**config.mk**
```make
export PLATFORM = sky130hd
export DESIGN_NAME = dmi_req_ctrl
export DESIGN_NICKNAME = d
export VERILOG_FILES = /design/src/rtl/dmi_req_ctrl.sv
export SDC_FILE = /design/constraint.sdc
export NUM_CORES = 1
export LEC_CHECK = 0
export BUFFER_PORTS_ARGS = -buffer_cell sky130_fd_sc_hd__buf_2
export CORE_MARGIN = 10
export CORE_UTILIZATION = 39
export DETAILED_ROUTE_END_ITERATION = 10
export PLACE_DENSITY = 0.7
export SYNTH_ARGS = -nofsm -noshare
export SYNTH_HDL_FRONTEND = slang
export SYNTH_SLANG_ARGS = --single-unit
```
**constraint.sdc**
```tcl
create_clock -name clk -period 3.8 [get_ports clk]
set_clock_uncertainty 0.2 [all_clocks]
set_input_delay 0.38 -clock clk [delete_from_list [all_inputs] [get_ports clk]]
set_output_delay 0.38 -clock clk [all_outputs]
set_load 0.05 [all_outputs]
```
**src/rtl/dmi_req_ctrl.sv**
```systemverilog
// DMI request controller: turns TAP read/write pulses into a single outstanding
// debug-module request, with timeout, sticky error/busy status and read-data capture.
module dmi_req_ctrl #(
    parameter int unsigned AWIDTH    = 7,
    parameter int unsigned TIMEOUT   = 255,
    parameter logic [2:0]  IDLE_HINT = 3'd1
) (
    input  logic              clk,
    input  logic              rst_l,
    input  logic              req_wr_en,
    input  logic              req_rd_en,
    input  logic [AWIDTH-1:0] req_addr,
    input  logic [31:0]       req_wdata,
    input  logic              dmi_reset,
    input  logic              dmi_hard_reset,
    output logic              dm_req_valid,
    output logic              dm_req_write,
    output logic [AWIDTH-1:0] dm_req_addr,
    output logic [31:0]       dm_req_wdata,
    input  logic              dm_req_ready,
    input  logic              dm_rsp_valid,
    input  logic [31:0]       dm_rsp_rdata,
    input  logic              dm_rsp_err,
    output logic [31:0]       rd_data,
    output logic [1:0]        rd_status,
    output logic [1:0]        dmi_stat,
    output logic [2:0]        idle
);

    typedef enum logic [1:0] {
        S_IDLE,
        S_REQ,
        S_RSP
    } state_t;

    localparam logic [7:0] TO_VAL = 8'(TIMEOUT);

    state_t            r_state;
    state_t            w_state_nxt;
    logic              r_valid;
    logic              r_write;
    logic [AWIDTH-1:0] r_addr;
    logic [31:0]       r_wdata;
    logic [31:0]       r_rdata;
    logic [1:0]        r_sticky;
    logic [7:0]        r_cnt;

    logic              w_write;
    logic [AWIDTH-1:0] w_addr;
    logic [31:0]       w_wdata;
    logic [31:0]       w_rdata;
    logic [1:0]        w_sticky;
    logic [7:0]        w_cnt;
    logic [7:0]        w_cnt_inc;
    logic              w_req_wr;
    logic              w_req_rd;
    logic              w_req;
    logic              w_timeout;
    logic              w_set_err;
    logic              w_set_ovr;

    always_ff @(posedge clk) begin
        if (!rst_l || dmi_hard_reset) begin
            r_state <= S_IDLE;
        end else begin
            r_state <= w_state_nxt;
        end
    end

    always_comb begin
        w_state_nxt = r_state;
        w_write     = r_write;
        w_addr      = r_addr;
        w_wdata     = r_wdata;
        w_rdata     = r_rdata;
        w_cnt       = r_cnt;
        w_set_err   = 1'b0;
        w_set_ovr   = 1'b0;

        // Reserved op (both pulses) decodes as no request at all.
        w_req_wr  = req_wr_en & ~req_rd_en;
        w_req_rd  = req_rd_en & ~req_wr_en;
        w_req     = w_req_wr | w_req_rd;
        w_cnt_inc = (r_cnt == 8'hFF) ? r_cnt : r_cnt + 8'd1;
        w_timeout = (w_cnt_inc == TO_VAL);

        case (r_state)
            S_IDLE: begin
                if (w_req && (r_sticky == 2'd0)) begin
                    w_state_nxt = S_REQ;
                    w_write     = w_req_wr;
                    w_addr      = req_addr;
                    w_wdata     = req_wdata;
                    w_cnt       = '0;
                end
            end
            S_REQ: begin
                w_cnt     = w_cnt_inc;
                w_set_ovr = w_req;
                if (dm_req_ready && dm_rsp_valid) begin
                    w_state_nxt = S_IDLE;
                    w_write     = 1'b0;
                    if (!r_write) begin
                        w_rdata = dm_rsp_rdata;
                    end
                    w_set_err = dm_rsp_err;
                end else if (w_timeout) begin
                    w_state_nxt = S_IDLE;
                    w_write     = 1'b0;
                    w_set_err   = 1'b1;
                end else if (dm_req_ready) begin
                    w_state_nxt = S_RSP;
                end
            end
            S_RSP: begin
                w_cnt     = w_cnt_inc;
                w_set_ovr = w_req;
                if (dm_rsp_valid) begin
                    w_state_nxt = S_IDLE;
                    w_write     = 1'b0;
                    if (!r_write) begin
                        w_rdata = dm_rsp_rdata;
                    end
                    w_set_err = dm_rsp_err;
                end else if (w_timeout) begin
                    w_state_nxt = S_IDLE;
                    w_write     = 1'b0;
                    w_set_err   = 1'b1;
                end
            end
            default: begin
                w_state_nxt = S_IDLE;
            end
        endcase

        // First error wins; dmi_reset beats any same-cycle set.
        w_sticky = r_sticky;
        if (dmi_reset) begin
            w_sticky = 2'd0;
        end else if (r_sticky == 2'd0) begin
            if (w_set_err) begin
                w_sticky = 2'd2;
            end else if (w_set_ovr) begin
                w_sticky = 2'd3;
            end
        end
    end

    always_ff @(posedge clk) begin
        if (!rst_l || dmi_hard_reset) begin
            r_valid  <= 1'b0;
            r_write  <= 1'b0;
            r_addr   <= '0;
            r_wdata  <= '0;
            r_rdata  <= '0;
            r_sticky <= 2'd0;
            r_cnt    <= '0;
        end else begin
            r_valid  <= (w_state_nxt == S_REQ);
            r_write  <= w_write;
            r_addr   <= w_addr;
            r_wdata  <= w_wdata;
            r_rdata  <= w_rdata;
            r_sticky <= w_sticky;
            r_cnt    <= w_cnt;
        end
    end

    assign dm_req_valid = r_valid;
    assign dm_req_write = r_write;
    assign dm_req_addr  = r_addr;
    assign dm_req_wdata = r_wdata;
    assign rd_data      = r_rdata;
    assign rd_status    = (r_state != S_IDLE) ? 2'd3 : r_sticky;
    assign dmi_stat     = r_sticky;
    assign idle         = IDLE_HINT;

endmodule

```
==> metrics.md <==
| Metric | Value |
|---|---|
| Status | complete, no violations |
| Synth Warn # | 0 |
| Hold_buf cts | 0 |
| Cell taking the most area after synthesis | dfxtp_1 |
| Setup ws final | approximately 1.3 ns |
| Drt pass-1 iters | 4 |
| Vias in the first global route | around 3.3k |
| CTS tree | done |
| Clk_lat worst skew | 0.35 ns |
| Most Crowded Layer GR | met2 |
| Fillcell total | about 850 |
| LEAKAGE | approximately 2 nW |
| Slew @ Worst Pin | 1.10 ns |
| Most common cell after layout, fill and taps aside | nand2_1 |
| Sequential Power Share | 0.490 |
| Max incr delay on CP | around 0.84 ns |
| Clk root buf | clkbuf_8 |
| Maximum VDD drop | ~0.00021 V |
| # H-tree levels | 3 |
| Initial antenna violation count | 0 |
| Worst Setup End Kind | register |
| Clock network fraction of design power | 0.339 |
| Vias/cell | slightly below 5 |
| CP Max Fanout | 32 |
| RSZ-0062 raised after global routing | false |
| Die height | ~110 um |
| Clock tree sinks | between 80 and 90 |
| Cell Area, Synth | roughly 3500 um^2 |
| Largest delay contributor family on the critical path | simple AND/OR/NAND/NOR gates |
| GR Layer Usage met3 | 0.0639 |
| CTS resizes | 0 |
| Area share of the largest cell type after synthesis | 0.493 |
| Initial Utilization | 0.398 |
| Final hold vios | 0 |
| Buf/Inv on CP | 1 |
| Critical path data arrival time | 2.56 ns |
| Max Freq | between 300 and 400 MHz |
| Post-DP HPWL | roughly 7500 um |
| Tmin final | 2.55 ns |
| Die area | approximately 13000 um^2 |
| Ant. Diodes | 0 |
| #FFs+latches synth | 85 |
| Met1 Use GR | 0.165 |
| Port Buf Inserts | between 150 and 200 |
| Clk pin slew, worst setup/hold paths | 0.10 ns |
| Pre-CTS WS | about 1.2 ns |
| Critical path, cell by cell | inv_1, ha_1, or3b_1, nand2_1, a21oi_1 |
| Core Footprint | approximately 8700 um^2 |
| Io pins | 160 |
| Slowest CP cell | or3b_1 |
| Final setup violation count | 0 |
| Mean Syn Cell Area | 7.93 um^2 |
| Aggregate global-route resource usage | 0.148 |
| Seq/Total Area, Yosys | 0.493 |
| Maxcap violations | 0 |
| Setup TNS | 0 ns |
| Total global routing overflow | 0 |
| CP required | 3.81 ns |
| Worst hold-check path type | in2reg |
| Final GP Congestion | ~0.8 |
| Post-layout nets | 663 |
| DRC Markers | 0 |
| Internal power | 1.31 mW |
| Unique cell type count in the Yosys netlist | 45 |
| Fin util | 0.515 |
| Drt initial violations | about 230 |
| DRT antenna net count | 0 |
| Power Dens Cells | between 400 and 500 nW/um^2 |
| Layout cells sized above 1 | 0.328 |
| Die width | ~110 um |
| Sw Pwr | just under 0.6 mW |
| Largest net degree at the start of global routing | 57 |
| Max Root-Sink Buffers | 2 |
| Tcrit/Tclk final | 0.671 |
| Met2 track demand over resource | 0.243 |
| Relative slew slack | 0.269 |
| Vias | 3365 |
| Rows | 34 |
| WS Path Type | reg2reg |
| Final WL | roughly 10000 um |
| Multi-input logic area | about 1600 um^2 |
| Synth Instances | 435 |
| Area grow syn2layout | 29.6% |
| Switching Share | 0.308 |
| First-pass GRT wire length | around 16000 um |
| Slew Limit Fails | 0 |
| Wire per inst | about 15 um |
| R2R setup slack | roughly 1.3 ns |
| Nature of the critical path startpoint | register |
| Combinational share of power | 0.171 |
| Synth area leaders | dfxtp_1 49%, nand2_1 17%, a21oi_1 11% |
| TritonCTS Buffers | 9 |
| FF/Latch Area | 1700 um^2 |
| Post-CTS setup buffers | 0 |
| Commonest cells after routing, fill and taps aside | 158 x nand2_1, 156 x buf_2, 85 x dfxtp_1 |
worst min-delay path, delay by kind of cell:
kind | cells | cell delay (ns)
buffers and inverters | 1 | 0.09
AND/OR/NAND/NOR | 1 | 0.04
AO/OA/AOI/OAI | 1 | 0.05
final cells by class:
| cell class | instances | share of cell area |
|---|---|---|
| repair buffers | 160 | 0.181 |
| well taps | 108 | 0.0302 |
| flip-flops and latches | 85 | 0.381 |
| clock inverters | 6 | 0.0160 |
| multi-input cells | 312 | 0.357 |
| clock buffers | 9 | 0.0277 |
| inverters | 8 | 0.00672 |
metrics by stage:
stage                     instance area (um^2)  cells  power [mW]  hold slack (ns)
after floorplan                           3450    436        1.18            0.316
after detailed placement                  4280    673        1.28            0.245
after CTS                                 4470    688        1.92           0.0355
final                                     4470    688        1.90           0.0461
after global routing                      4470    688        2.00           0.0438
after global placement                    4280    673        1.27            0.238
power groups by stage:
stage | clock [mW] | sequential (mW) | combinational, mW
floorplan | 0 | 1.04 | 0.141
global placement | 0 | 0.949 | 0.321
detailed placement | 0 | 0.950 | 0.327
CTS | 0.667 | 0.930 | 0.327
global route | 0.707 | 0.933 | 0.355
finish | 0.644 | 0.929 | 0.324
Yosys cell counts:
| cell | count |
|---|---|
| inv_1 | 8 |
| nor2_4 | 1 |
| o22ai_2 | 1 |
| nor4b_2 | 1 |
| dfxtp_1 | 85 |
| o311ai_2 | 1 |
| a41oi_1 | 2 |
| buf_6 | 1 |
| nand4b_1 | 1 |
| a21o_1 | 1 |
| a211oi_1 | 5 |
| a32o_1 | 1 |
| nor2b_1 | 2 |
| a22oi_1 | 1 |
| conb_1 | 2 |
| o41ai_1 | 1 |
| o21ai_1 | 2 |
| ha_1 | 7 |
| nand2_2 | 1 |
| buf_2 | 2 |
| a21oi_1 | 75 |
| a41oi_2 | 1 |
| nor2_1 | 14 |
| o2111ai_1 | 1 |
| or3b_4 | 1 |
| nor3b_1 | 1 |
| a21boi_1 | 1 |
| o22ai_1 | 2 |
| nand3_1 | 1 |
| nor3_1 | 4 |
| clkbuf_1 | 25 |
| or3b_1 | 1 |
| and3_1 | 2 |
| nand2_1 | 158 |
| o31ai_1 | 1 |
| a2111oi_4 | 1 |
| buf_4 | 3 |
| o21ai_0 | 6 |
| a31oi_1 | 2 |
| nand4_2 | 1 |
| or4b_1 | 1 |
| a221oi_4 | 1 |
| o31a_1 | 1 |
| nand3_2 | 2 |
| nand2b_1 | 3 |
registers in the layout, summed over array words and instances (netlist names):
name / count
dm_req_addr: 7
rd_data: 32
dm_req_valid: 1
dm_req_write: 1
r_cnt: 8
r_state: 2
dmi_stat: 2
dm_req_wdata: 32
worst paths after layout:
check / startpoint / end / cells after the start
setup / recovery: r_state[1] / rd_data[11] / 5
hold / removal: req_wdata[31] / dm_req_wdata[31] / 3
setup reg to reg: r_state[1] / rd_data[11] / 5
hold reg to reg: dm_req_wdata[1] / dm_req_wdata[1] / 2
cells by family (layout without fill, tap and decap cells):
logic type,count (synthesis),count (layout),synth area share
AO/OA/AOI/OAI,107,107,0.191
adder cells (fa/ha/maj),7,7,0.0254
buffers and inverters,39,183,0.0486
flip-flops,85,85,0.493
other,2,3,0.00218
AND/OR/NAND/NOR,195,195,0.239
metal layers:
layer	share of wire	up-vias
met5	0	-
met4	0.018	0
met3	0.090	13
met2	0.49	99
met1	0.40	1530
li1	-	1723
No activity file was read; power rests on OpenSTA's default activity.
